## config.mk

```make
export PLATFORM = sky130hd
export DESIGN_NAME = jesd_rx_link_ctrl
export DESIGN_NICKNAME = d
export VERILOG_FILES = /design/src/rtl/jesd_pkg.sv /design/src/rtl/jesd_char_detect.sv /design/src/rtl/jesd_rx_link_ctrl.sv
export SDC_FILE = /design/constraint.sdc
export NUM_CORES = 1
export LEC_CHECK = 0
export CAP_MARGIN = 20
export CORE_MARGIN = 1
export CORE_UTILIZATION = 45
export DETAILED_ROUTE_END_ITERATION = 7
export HOLD_SLACK_MARGIN = 0.15
export PLACE_DENSITY_LB_ADDON = 0.25
export SLEW_MARGIN = 20
export SYNTH_ARGS = -nofsm -noshare
export SYNTH_HDL_FRONTEND = slang
export SYNTH_SLANG_ARGS = --single-unit
```

## constraint.sdc

```tcl
create_clock -name clk_i -period 2.6 [get_ports clk_i]
set_clock_uncertainty 0.05 [all_clocks]
set_input_delay 0.52 -clock clk_i [delete_from_list [all_inputs] [get_ports clk_i]]
set_output_delay 0.52 -clock clk_i [all_outputs]
set_load 0.005 [all_outputs]
```

## src/rtl/jesd_pkg.sv

```systemverilog
// Shared definitions for the JESD204B RX link controller.
// Latency: n/a (constants and types only).
// Backpressure: n/a.
package jesd_pkg;

  // 8b/10b control characters; each one only matches when charisk is set
  localparam logic [7:0] K_CHAR = 8'hBC;
  localparam logic [7:0] R_CHAR = 8'h1C;
  localparam logic [7:0] Q_CHAR = 8'h9C;
  localparam logic [7:0] A_CHAR = 8'h7C;

  typedef enum logic [2:0] {
    IDLE      = 3'd0,
    CGS       = 3'd1,
    WAIT_ILAS = 3'd2,
    ILAS      = 3'd3,
    DATA      = 3'd4
  } link_state_e;

endpackage

```

## src/rtl/jesd_char_detect.sv

```systemverilog
// Per-octet /K/ /R/ /Q/ /A/ match vectors plus a beat-wide error flag.
// Latency: combinational.
// Backpressure: none; follows the decoder stream beat for beat.
module jesd_char_detect
  import jesd_pkg::*;
#(
  parameter int PARALLEL_OCTETS = 4
) (
  input  logic [8*PARALLEL_OCTETS-1:0] data_i,
  input  logic [PARALLEL_OCTETS-1:0]   charisk_i,
  input  logic [PARALLEL_OCTETS-1:0]   disperr_i,
  input  logic [PARALLEL_OCTETS-1:0]   notintable_i,
  output logic [PARALLEL_OCTETS-1:0]   is_k,
  output logic [PARALLEL_OCTETS-1:0]   is_r,
  output logic [PARALLEL_OCTETS-1:0]   is_q,
  output logic [PARALLEL_OCTETS-1:0]   is_a,
  output logic                         err
);

  // Classify each octet; a data octet with a matching value never counts
  always_comb begin
    is_k = '0;
    is_r = '0;
    is_q = '0;
    is_a = '0;
    for (int i = 0; i < PARALLEL_OCTETS; i++) begin
      is_k[i] = charisk_i[i] && (data_i[8*i +: 8] == K_CHAR);
      is_r[i] = charisk_i[i] && (data_i[8*i +: 8] == R_CHAR);
      is_q[i] = charisk_i[i] && (data_i[8*i +: 8] == Q_CHAR);
      is_a[i] = charisk_i[i] && (data_i[8*i +: 8] == A_CHAR);
    end
    err = |(disperr_i | notintable_i);
  end

endmodule

```

## src/rtl/jesd_rx_link_ctrl.sv

```systemverilog
// Per-lane JESD204B RX link state: CGS, ILAS checking, user data, SYNC~ drive.
// Latency: data_o/data_valid_o one cycle after data_i; state outputs registered.
// Backpressure: none; every beat is consumed, errors are counted or force resync.
module jesd_rx_link_ctrl
  import jesd_pkg::*;
#(
  parameter int PARALLEL_OCTETS = 4,  // must equal F: one frame per beat
  parameter int F               = 4,
  parameter int K               = 8,
  parameter int CGS_BEATS       = 4,
  parameter int ILAS_MF         = 4,
  parameter int ERR_THRESH      = 8
) (
  input  logic                         clk_i,
  input  logic                         rst_ni,
  input  logic                         link_en_i,
  input  logic [8*PARALLEL_OCTETS-1:0] data_i,
  input  logic [PARALLEL_OCTETS-1:0]   charisk_i,
  input  logic [PARALLEL_OCTETS-1:0]   disperr_i,
  input  logic [PARALLEL_OCTETS-1:0]   notintable_i,
  output logic                         sync_no,
  output logic                         mark_rst_no,
  output logic [8*PARALLEL_OCTETS-1:0] data_o,
  output logic                         data_valid_o,
  output logic [2:0]                   state_o,
  output logic [15:0]                  err_cnt_o,
  output logic                         ilas_err_o
);

  localparam int PO  = PARALLEL_OCTETS;
  localparam int BPM = F * K / PARALLEL_OCTETS;  // beats per multiframe
  localparam int BW  = (BPM > 1) ? $clog2(BPM) : 1;
  localparam int MW  = (ILAS_MF > 1) ? $clog2(ILAS_MF) : 1;
  localparam int CW  = (CGS_BEATS > 1) ? $clog2(CGS_BEATS) : 1;
  localparam int EW  = $clog2(ERR_THRESH + 1);

  localparam logic [BW-1:0] B_LAST   = BW'(BPM - 1);
  localparam logic [MW-1:0] MF_LAST  = MW'(ILAS_MF - 1);
  localparam logic [CW-1:0] CGS_LAST = CW'(CGS_BEATS - 1);
  localparam logic [EW-1:0] E_LAST   = EW'(ERR_THRESH - 1);

  link_state_e   state;
  logic [BW-1:0] bcnt;
  logic [MW-1:0] mfcnt;
  logic [CW-1:0] cgs_cnt;
  logic [EW-1:0] econs;

  logic [PO-1:0] is_k, is_r, is_q, is_a;
  logic          err;
  logic          all_k, kr_only, ilas_bad, ilas_last;

  jesd_char_detect #(.PARALLEL_OCTETS(PO)) u_char_detect (
    .data_i       (data_i),
    .charisk_i    (charisk_i),
    .disperr_i    (disperr_i),
    .notintable_i (notintable_i),
    .is_k         (is_k),
    .is_r         (is_r),
    .is_q         (is_q),
    .is_a         (is_a),
    .err          (err)
  );

  assign all_k     = &is_k;
  assign kr_only   = &(is_k | is_r);
  assign ilas_last = (bcnt == B_LAST) && (mfcnt == MF_LAST);

  // ILAS beat check: /R/ opens every multiframe, /Q/ follows it in
  // multiframe 1, /A/ closes every multiframe, and no octet may be errored
  always_comb begin
    ilas_bad = err;
    if (bcnt == '0 && !is_r[0]) ilas_bad = 1'b1;
    if (bcnt == '0 && mfcnt == MW'(1) && !is_q[1]) ilas_bad = 1'b1;
    if (bcnt == B_LAST && !is_a[PO-1]) ilas_bad = 1'b1;
  end

  // Marker is held in reset until the /R/ beat is registered onto data_o
  assign mark_rst_no = rst_ni && (state == ILAS || state == DATA);
  assign state_o     = state;

  // Data pipeline: fixed one-cycle delay regardless of link state
  always_ff @(posedge clk_i) begin
    if (!rst_ni) data_o <= '0;
    else         data_o <= data_i;
  end

  // Link FSM with its counters and registered SYNC~/valid/error outputs
  always_ff @(posedge clk_i) begin
    if (!rst_ni) begin
      state        <= IDLE;
      sync_no      <= 1'b0;
      data_valid_o <= 1'b0;
      ilas_err_o   <= 1'b0;
      err_cnt_o    <= '0;
      bcnt         <= '0;
      mfcnt        <= '0;
      cgs_cnt      <= '0;
      econs        <= '0;
    end else begin
      ilas_err_o   <= 1'b0;
      data_valid_o <= 1'b0;
      if (!link_en_i) begin
        state   <= IDLE;
        sync_no <= 1'b0;
        bcnt    <= '0;
        mfcnt   <= '0;
        cgs_cnt <= '0;
        econs   <= '0;
      end else begin
        case (state)
          IDLE: begin
            state   <= CGS;
            sync_no <= 1'b0;
            cgs_cnt <= '0;
          end
          CGS: begin
            if (!err && all_k) begin
              if (cgs_cnt == CGS_LAST) begin
                state   <= WAIT_ILAS;
                sync_no <= 1'b1;
                cgs_cnt <= '0;
              end else begin
                cgs_cnt <= cgs_cnt + 1'b1;
              end
            end else begin
              cgs_cnt <= '0;
            end
          end
          WAIT_ILAS: begin
            // /R/ in octet 0 is beat 0 of multiframe 0; the rest of that
            // beat may already carry configuration octets
            if (err) begin
              state   <= CGS;
              sync_no <= 1'b0;
            end else if (is_r[0]) begin
              state <= ILAS;
              bcnt  <= BW'(1);
              mfcnt <= '0;
            end else if (!kr_only) begin
              state   <= CGS;
              sync_no <= 1'b0;
            end
          end
          ILAS: begin
            if (ilas_bad) begin
              ilas_err_o <= 1'b1;
              state      <= CGS;
              sync_no    <= 1'b0;
              bcnt       <= '0;
              mfcnt      <= '0;
            end else if (ilas_last) begin
              state <= DATA;
              bcnt  <= '0;
              mfcnt <= '0;
            end else if (bcnt == B_LAST) begin
              bcnt  <= '0;
              mfcnt <= mfcnt + 1'b1;
            end else begin
              bcnt <= bcnt + 1'b1;
            end
          end
          DATA: begin
            if (err) begin
              if (err_cnt_o != 16'hFFFF) err_cnt_o <= err_cnt_o + 16'd1;
              if (econs == E_LAST) begin
                state   <= CGS;
                sync_no <= 1'b0;
                econs   <= '0;
              end else begin
                econs        <= econs + 1'b1;
                data_valid_o <= 1'b1;
              end
            end else begin
              econs        <= '0;
              data_valid_o <= 1'b1;
            end
          end
          default: begin
            state   <= IDLE;
            sync_no <= 1'b0;
          end
        endcase
      end
    end
  end

endmodule
```

==> Word level (Yosys, flattened, before mapping) <==
Index checks and enable logic that the tools add are counted.
{ "word_totals": {"reg_bits": 65} }
{ "classes": {"add_sub_neg": 5, "eq_ne": 32, "mux": 42, "n_bitwise": 2, "n_reduce_logical": 37} }
{ "op_table": {"columns": ["op", "n"], "rows": [
  ["3-bit 2-to-1 mux", 14],
  ["8-bit equality test (second input constant)", 5],
  ["8-bit by 5-bit equality test with 1-bit output (second input constant)", 4],
  ["1-bit logical AND", 17],
  ["16-bit by 1-bit adder with 16-bit output (second input constant)", 1],
  ["16-bit != test (second input constant)", 1],
  ["4-bit AND reduction", 4],
  ["3-bit one-hot mux with 5 select lines", 1],
  ["1-bit 2-to-1 mux", 14],
  ["2-bit 2-to-1 mux", 7],
  ["2-bit != test (second input constant)", 6],
  ["3-bit != test (second input constant)", 3],
  ["3-bit AND reduction", 3],
  ["8-bit by 7-bit equality test with 1-bit output (second input constant)", 1],
  ["4-bit 2-to-1 mux", 2],
  ["4-bit != test (second input constant)", 2],
  ["4-bit OR", 2],
  ["2-bit one-hot mux with 2 select lines", 2],
  ["7-bit AND reduction", 1],
  ["3-bit by 2-bit equality test with 1-bit output (second input constant)", 2],
  ["3-bit equality test (second input constant)", 2],
  ["3-bit logical NOT", 2],
  ["3-bit one-hot mux with 2 select lines", 1],
  ["6-bit AND reduction", 1],
  ["other kinds (14)", 20]
]} }

==> Depth between registers and ports, before layout <==
{ "logic_depth": {"word_depth": 9, "ltp_mapped": 8, "ltp_nobuf": 8} }

==> Modules after synthesis <==
A second synthesis with hierarchy kept.
{ "unflattened": {"cells_unflattened": 325, "area_unflattened_um2": 2961.6} }
{ "by_module_without_submodules": {"columns": ["mod", "instances", "cells_per_inst", "area_per_inst_um2"], "rows": [
  ["jesd_rx_link_ctrl", 1, 281, 2682.6],
  ["jesd_char_detect", 1, 44, 279.0]
]} }

==> Worst setup path before layout <==
OpenSTA, ideal clock, no wires.
{ "synth_timing": {"path_type": "input port to flip-flop", "start": "input port data_i[9]", "end": "register state[1] (netlist: state_o[1])", "setup_ns": 0.080, "t_arrival_ns": 2.090, "required_time_ns": 2.470, "path_slack_ns": 0.380, "path_stages": 6, "path_buffers": 0, "path_cell_list": "or3b_1 or2_1 or4_4 nor3_4 a21oi_1 a211oi_2"} }
{ "synth_between": {"elab_chain_len": 8, "word_cells_on_any_way": 20, "cone_classes": "eq/ne: 6; mux: 4; bitwise: 1; reduce/logical: 9"} }
{ "synth_rtl": {"columns": ["item", "line_no", "text"], "rows": [
  ["start: declaration", "jesd_rx_link_ctrl.sv:17", "input logic [8*PARALLEL_OCTETS-1:0] data_i,"],
  ["8-bit equality test", "jesd_char_detect.sv:29", "is_q[i] = charisk_i[i] && (data_i[8*i +: 8] == Q_CHAR);"],
  ["1-bit logical AND", "jesd_char_detect.sv:29", null],
  ["1-bit logical NOT", "jesd_rx_link_ctrl.sv:73", "if (bcnt == '0 && mfcnt == MW'(1) && !is_q[1]) ilas_bad = 1'b1;"],
  ["1-bit logical AND", "jesd_rx_link_ctrl.sv:73", null],
  ["1-bit 2-to-1 mux", "jesd_rx_link_ctrl.sv:73", null],
  ["1-bit 2-to-1 mux", "jesd_rx_link_ctrl.sv:74", "if (bcnt == B_LAST && !is_a[PO-1]) ilas_bad = 1'b1;"],
  ["3-bit != test (no source line) / 3-bit 2-to-1 mux (equally long branches)", null, null],
  ["6-bit AND reduction (no source line) / 3-bit one-hot mux with 5 select lines (equally long branches)", null, null],
  ["end signal: assignment", "jesd_rx_link_ctrl.sv:90", "state <= IDLE;"],
  ["end signal: assignment", "jesd_rx_link_ctrl.sv:103", "state <= IDLE;"],
  ["end signal: assignment", "jesd_rx_link_ctrl.sv:112", "state <= CGS;"],
  ["end: declaration", "jesd_rx_link_ctrl.sv:42", "link_state_e state;"]
]} }
Parallel ways exist; a longest one is shown, timed or not.
A chain may end at the register's enable or synchronous reset.

==> Worst setup path in the final report <==
{ "layout_timing": {"start": "register state[2] (netlist: state_o[2])", "end": "output port mark_rst_no"} }
{ "layout_between": {"elab_chain_len": 3, "word_cells_on_any_way": 4, "cone_classes": "eq/ne: 2; reduce/logical: 2"} }
{ "layout_rtl": {"columns": ["item", "line_no", "text"], "rows": [
  ["3-bit by 2-bit equality test with 1-bit output / 3-bit equality test (equally long branches)", "jesd_rx_link_ctrl.sv:78", "assign mark_rst_no = rst_ni && (state == ILAS || state == DATA);"],
  ["1-bit logical OR *", "jesd_rx_link_ctrl.sv:78", null],
  ["1-bit logical AND *", "jesd_rx_link_ctrl.sv:78", null],
  ["end: declaration", "jesd_rx_link_ctrl.sv:22", "output logic mark_rst_no,"]
]} }
Mark *: on every way between the ends. The rest lies on a longest branch, timed or not.

==> flow_summary.yaml <==
yosys:
  synth-edff-count: 0
  synth_ff_type: "dfxtp_1"
  synth-xor-area-share_pct: 4.32
  synth_top_family_by_area: "simple AND/OR/NAND/NOR gates"
  synth-seq-area-share_pct: 45.9
  ys.warnings.count: 0
  synthArstFlopShare_pct: 0
  synthSimpleGateAreaFrac_pct: 32.3
  syn-num-nets: 357
  synth_cell_types: 54
  synthMuxAreaShare_pct: 1.06
  synth-seq-cells: 65
  synthAdderAreaFrac_pct: 3.53
  netlist_area_mm2: 0.00284
  synth_compound_area_share_pct: 10.6
  synth_area_per_cell_um2: 9.39
  netlist_instances: 302
power_and_ir_drop:
  finalPower_mw: 2.13
  irDropWorstVdd_v: 0.000399
  powerDensity_mw_per_mm2: 498
  p_leak_nw: 1.64
critical_path:
  cp.arrival_ps: 1920
  worstPathMaxFanout: 9
  required_ps: 2030
  start_kind: "register"
  crit_type: "reg -> out"
  cp-end-kind: "primary output"
detailed_routing:
  ant_nets: 0
  drc_errors: 0
  vias: 2595
  drtIter0Drc: 76
  wl_um: 6990
  viasPerCell: 5.10
  drtPass1Iterations: 4
  drt-wirelength-per-cell_um: 13.7
cts:
  cts_buffer_depth: 2
  worstSkewPairLatency_ps: 350
  path_clk_slew_ps: 80
  cts-buffers-inserted: 9
  root_buffer: "clkbuf_8"
  cts_setup_buffers: 0
  cts_tree: "done"
  hold_buffers: 0
  cts_max_level: 3
  cts_sinks: 65
sta:
  timing_hold_violations_final: 0
  setup_viol: 0
  final_max_slew_viol_count: 0
  fin_ws_ps: 108
  max_clock_freq_ghz: 0.401
  fin_crit_sh_pct: 95.9
  slew_headroom_pct: 71.5
  timing.final.crit_period_ps: 2490
  rsz0062_at_grt: "false"
  worstMarginPinSlew_ps: 425
placement:
  globalplace.congestion: 0.869
  place_ws_ps: -213
  hpwl_um: 5170
  port_buffers: 101
final_layout:
  final_nets: 484
  final_layout_size_suffix_gt1_share_pct: 12.9
  fin_util_pct: 71.4
  area_growth_pct: 50.9
  num_antenna_cells: 0
  fillers: 466
global_route:
  grt_usage_pct: 22.5
  grt_pass1_vias: 2479
  antenna_found_initial: 0
  grt_max_degree: 52
  grt_pass1_wl_um: 11200
  grt-ovfl-total: 0
run_status:
  status: "finished, final reports clean"
floorplanning:
  dieWidth_um: 81.4
  start_util_pct: 47.3
  core_mm2: 0.00599
  pin_count: 102
  rows: 28
  fp.dieArea_mm2: 0.00662
  dieHeight_um: 81.4
worst_hold_path:
  hold_path_class: "reg -> reg"
job:
  cap_violations: 0
[cells in the mapped netlist (2+ instances only)]
| cell type | number | area [µm²] |
|---|---|---|
| clkbuf_1 | 5 | 18.8 |
| and3_2 | 2 | 15.0 |
| nand2b_1 | 3 | 18.8 |
| nand4_1 | 7 | 43.8 |
| nor2b_1 | 2 | 12.5 |
| o21ai_0 | 9 | 45.0 |
| nand3_1 | 13 | 65.1 |
| and3_1 | 4 | 25.0 |
| a211oi_2 | 2 | 25.0 |
| nor3_4 | 2 | 32.5 |
| and4b_1 | 2 | 20.0 |
| buf_2 | 2 | 10.0 |
| xnor2_1 | 9 | 78.8 |
| a21oi_1 | 12 | 60.1 |
| dfxtp_1 | 65 | 1300 |
| inv_1 | 7 | 26.3 |
| a22oi_1 | 2 | 15.0 |
| nor4_1 | 3 | 18.8 |
| and2_1 | 42 | 263 |
| nand4b_1 | 2 | 17.5 |
| nor3_1 | 8 | 40.0 |
| nand3b_1 | 4 | 30.0 |
| xor2_1 | 5 | 43.8 |
| a21boi_0 | 5 | 37.5 |
| nor3b_1 | 2 | 15.0 |
| nor2_1 | 13 | 48.8 |
| or2_1 | 2 | 12.5 |
| nand2_1 | 28 | 105 |
| or3b_1 | 2 | 17.5 |
| mux2i_1 | 3 | 30.0 |
| o21a_1 | 2 | 15.0 |
| or3_1 | 4 | 25.0 |
| ha_1 | 8 | 100 |
[repair_timing]
item / in CTS / in global routing
endpoints found under the setup margin: 1 / 1
gates resized for setup: 1 / 2
pin swaps: 0 / 0
[logic make-up after synthesis]
family                   count (synthesis)
AND/OR/NAND/NOR                        154
flip-flops                              65
AO/OA/AOI/OAI                           43
buffers and inverters                   15
XOR/XNOR                                14
adder cells (fa/ha/maj)                  8
multiplexers                             3
[cell type report]
type,count,area (µm²),area share [%]
Multi-Input combinational cell,222,1470,34.4
Inverter,7,26.3,0.614
Timing Repair Buffer,124,1180,27.7
Clock buffer,9,124,2.89
Tap cell,75,93.8,2.19
Clock inverter,7,77.6,1.81
Sequential cell,65,1300,30.5
[path summary, 6_finish.rpt]
check / from / to / slack [ps] / depth (start not counted)
max: state_o[2]$_SDFFE_PN0P_ / mark_rst_no / 110 / 3
min: mfcnt[1]$_SDFFE_PN0P_ / mfcnt[1]$_SDFFE_PN0P_ / 420 / 2
max reg2reg: state_o[2]$_SDFFE_PN0P_ / err_cnt_o[13]$_SDFFE_PN0P_ / 500 / 6
min reg2reg: mfcnt[1]$_SDFFE_PN0P_ / mfcnt[1]$_SDFFE_PN0P_ / 420 / 2
[layout by cell type, fill, tap and decap left out, types with 3 or more instances in the layout]
cell               n
clkdlybuf4s50_1  101
dfxtp_1           63
and2_1            42
nand2_1           28
buf_4             23
nand3_1           13
nor2_1            13
a21oi_1           12
o21ai_0            9
xnor2_1            9
clkbuf_8           9
nor3_1             8
ha_1               8
inv_1              7
nand4_1            7
a21boi_0           5
xor2_1             5
and3_1             4
or3_1              4
nand3b_1           4
nor4_1             3
mux2i_1            3
nand2b_1           3
[flip-flops by register name (all words and copies together), names as in the netlist]
register and count:
data_o 32, econs 4, data_valid_o 1, err_cnt_o 16, ilas_err_o 1, state_o 3
cgs_cnt 2, bcnt 3, sync_no 1, mfcnt 2
[routing by layer]
metal | global-route usage [%] | up-vias | wire length [µm] | part of all wire, %
li1 | - | 1317 | - | -
met1 | 26.8 | 1171 | 3030 | 43
met2 | 37.7 | 103 | 3320 | 47
met3 | 7.08 | 4 | 597 | 8.5
met4 | 8.57 | 0 | 50 | 0.72
met5 | 0 | - | 0 | 0
[where the power goes]
group | switching [mW] | leakage [nW] | total [mW] | internal [mW]
clock network | 0.429 | 0.106 | 0.883 | 0.454
logic | 0.0720 | 1.00 | 0.216 | 0.144
registers | 0.00870 | 0.534 | 1.03 | 1.02
total | 0.509 | 1.64 | 2.13 | 1.62
[stage by stage]
step	instances	TNS, ps	cell area, µm²	hold slack, ps
3_3_place_gp	493	-544	4070	402
3_5_place_dp	493	-864	4070	413
6_report	509	0	4280	421
2_1_floorplan	302	0	2840	385
5_1_grt	509	0	4280	448
4_1_cts	509	0	4280	422
[critical path, cell delays in order (launching register included)]
cell             delay [ps]
dfxtp_2                 420
or3b_4                  430
a21boi_0                180
clkdlybuf4s50_1         540
No activity file was read; power rests on OpenSTA's default activity.
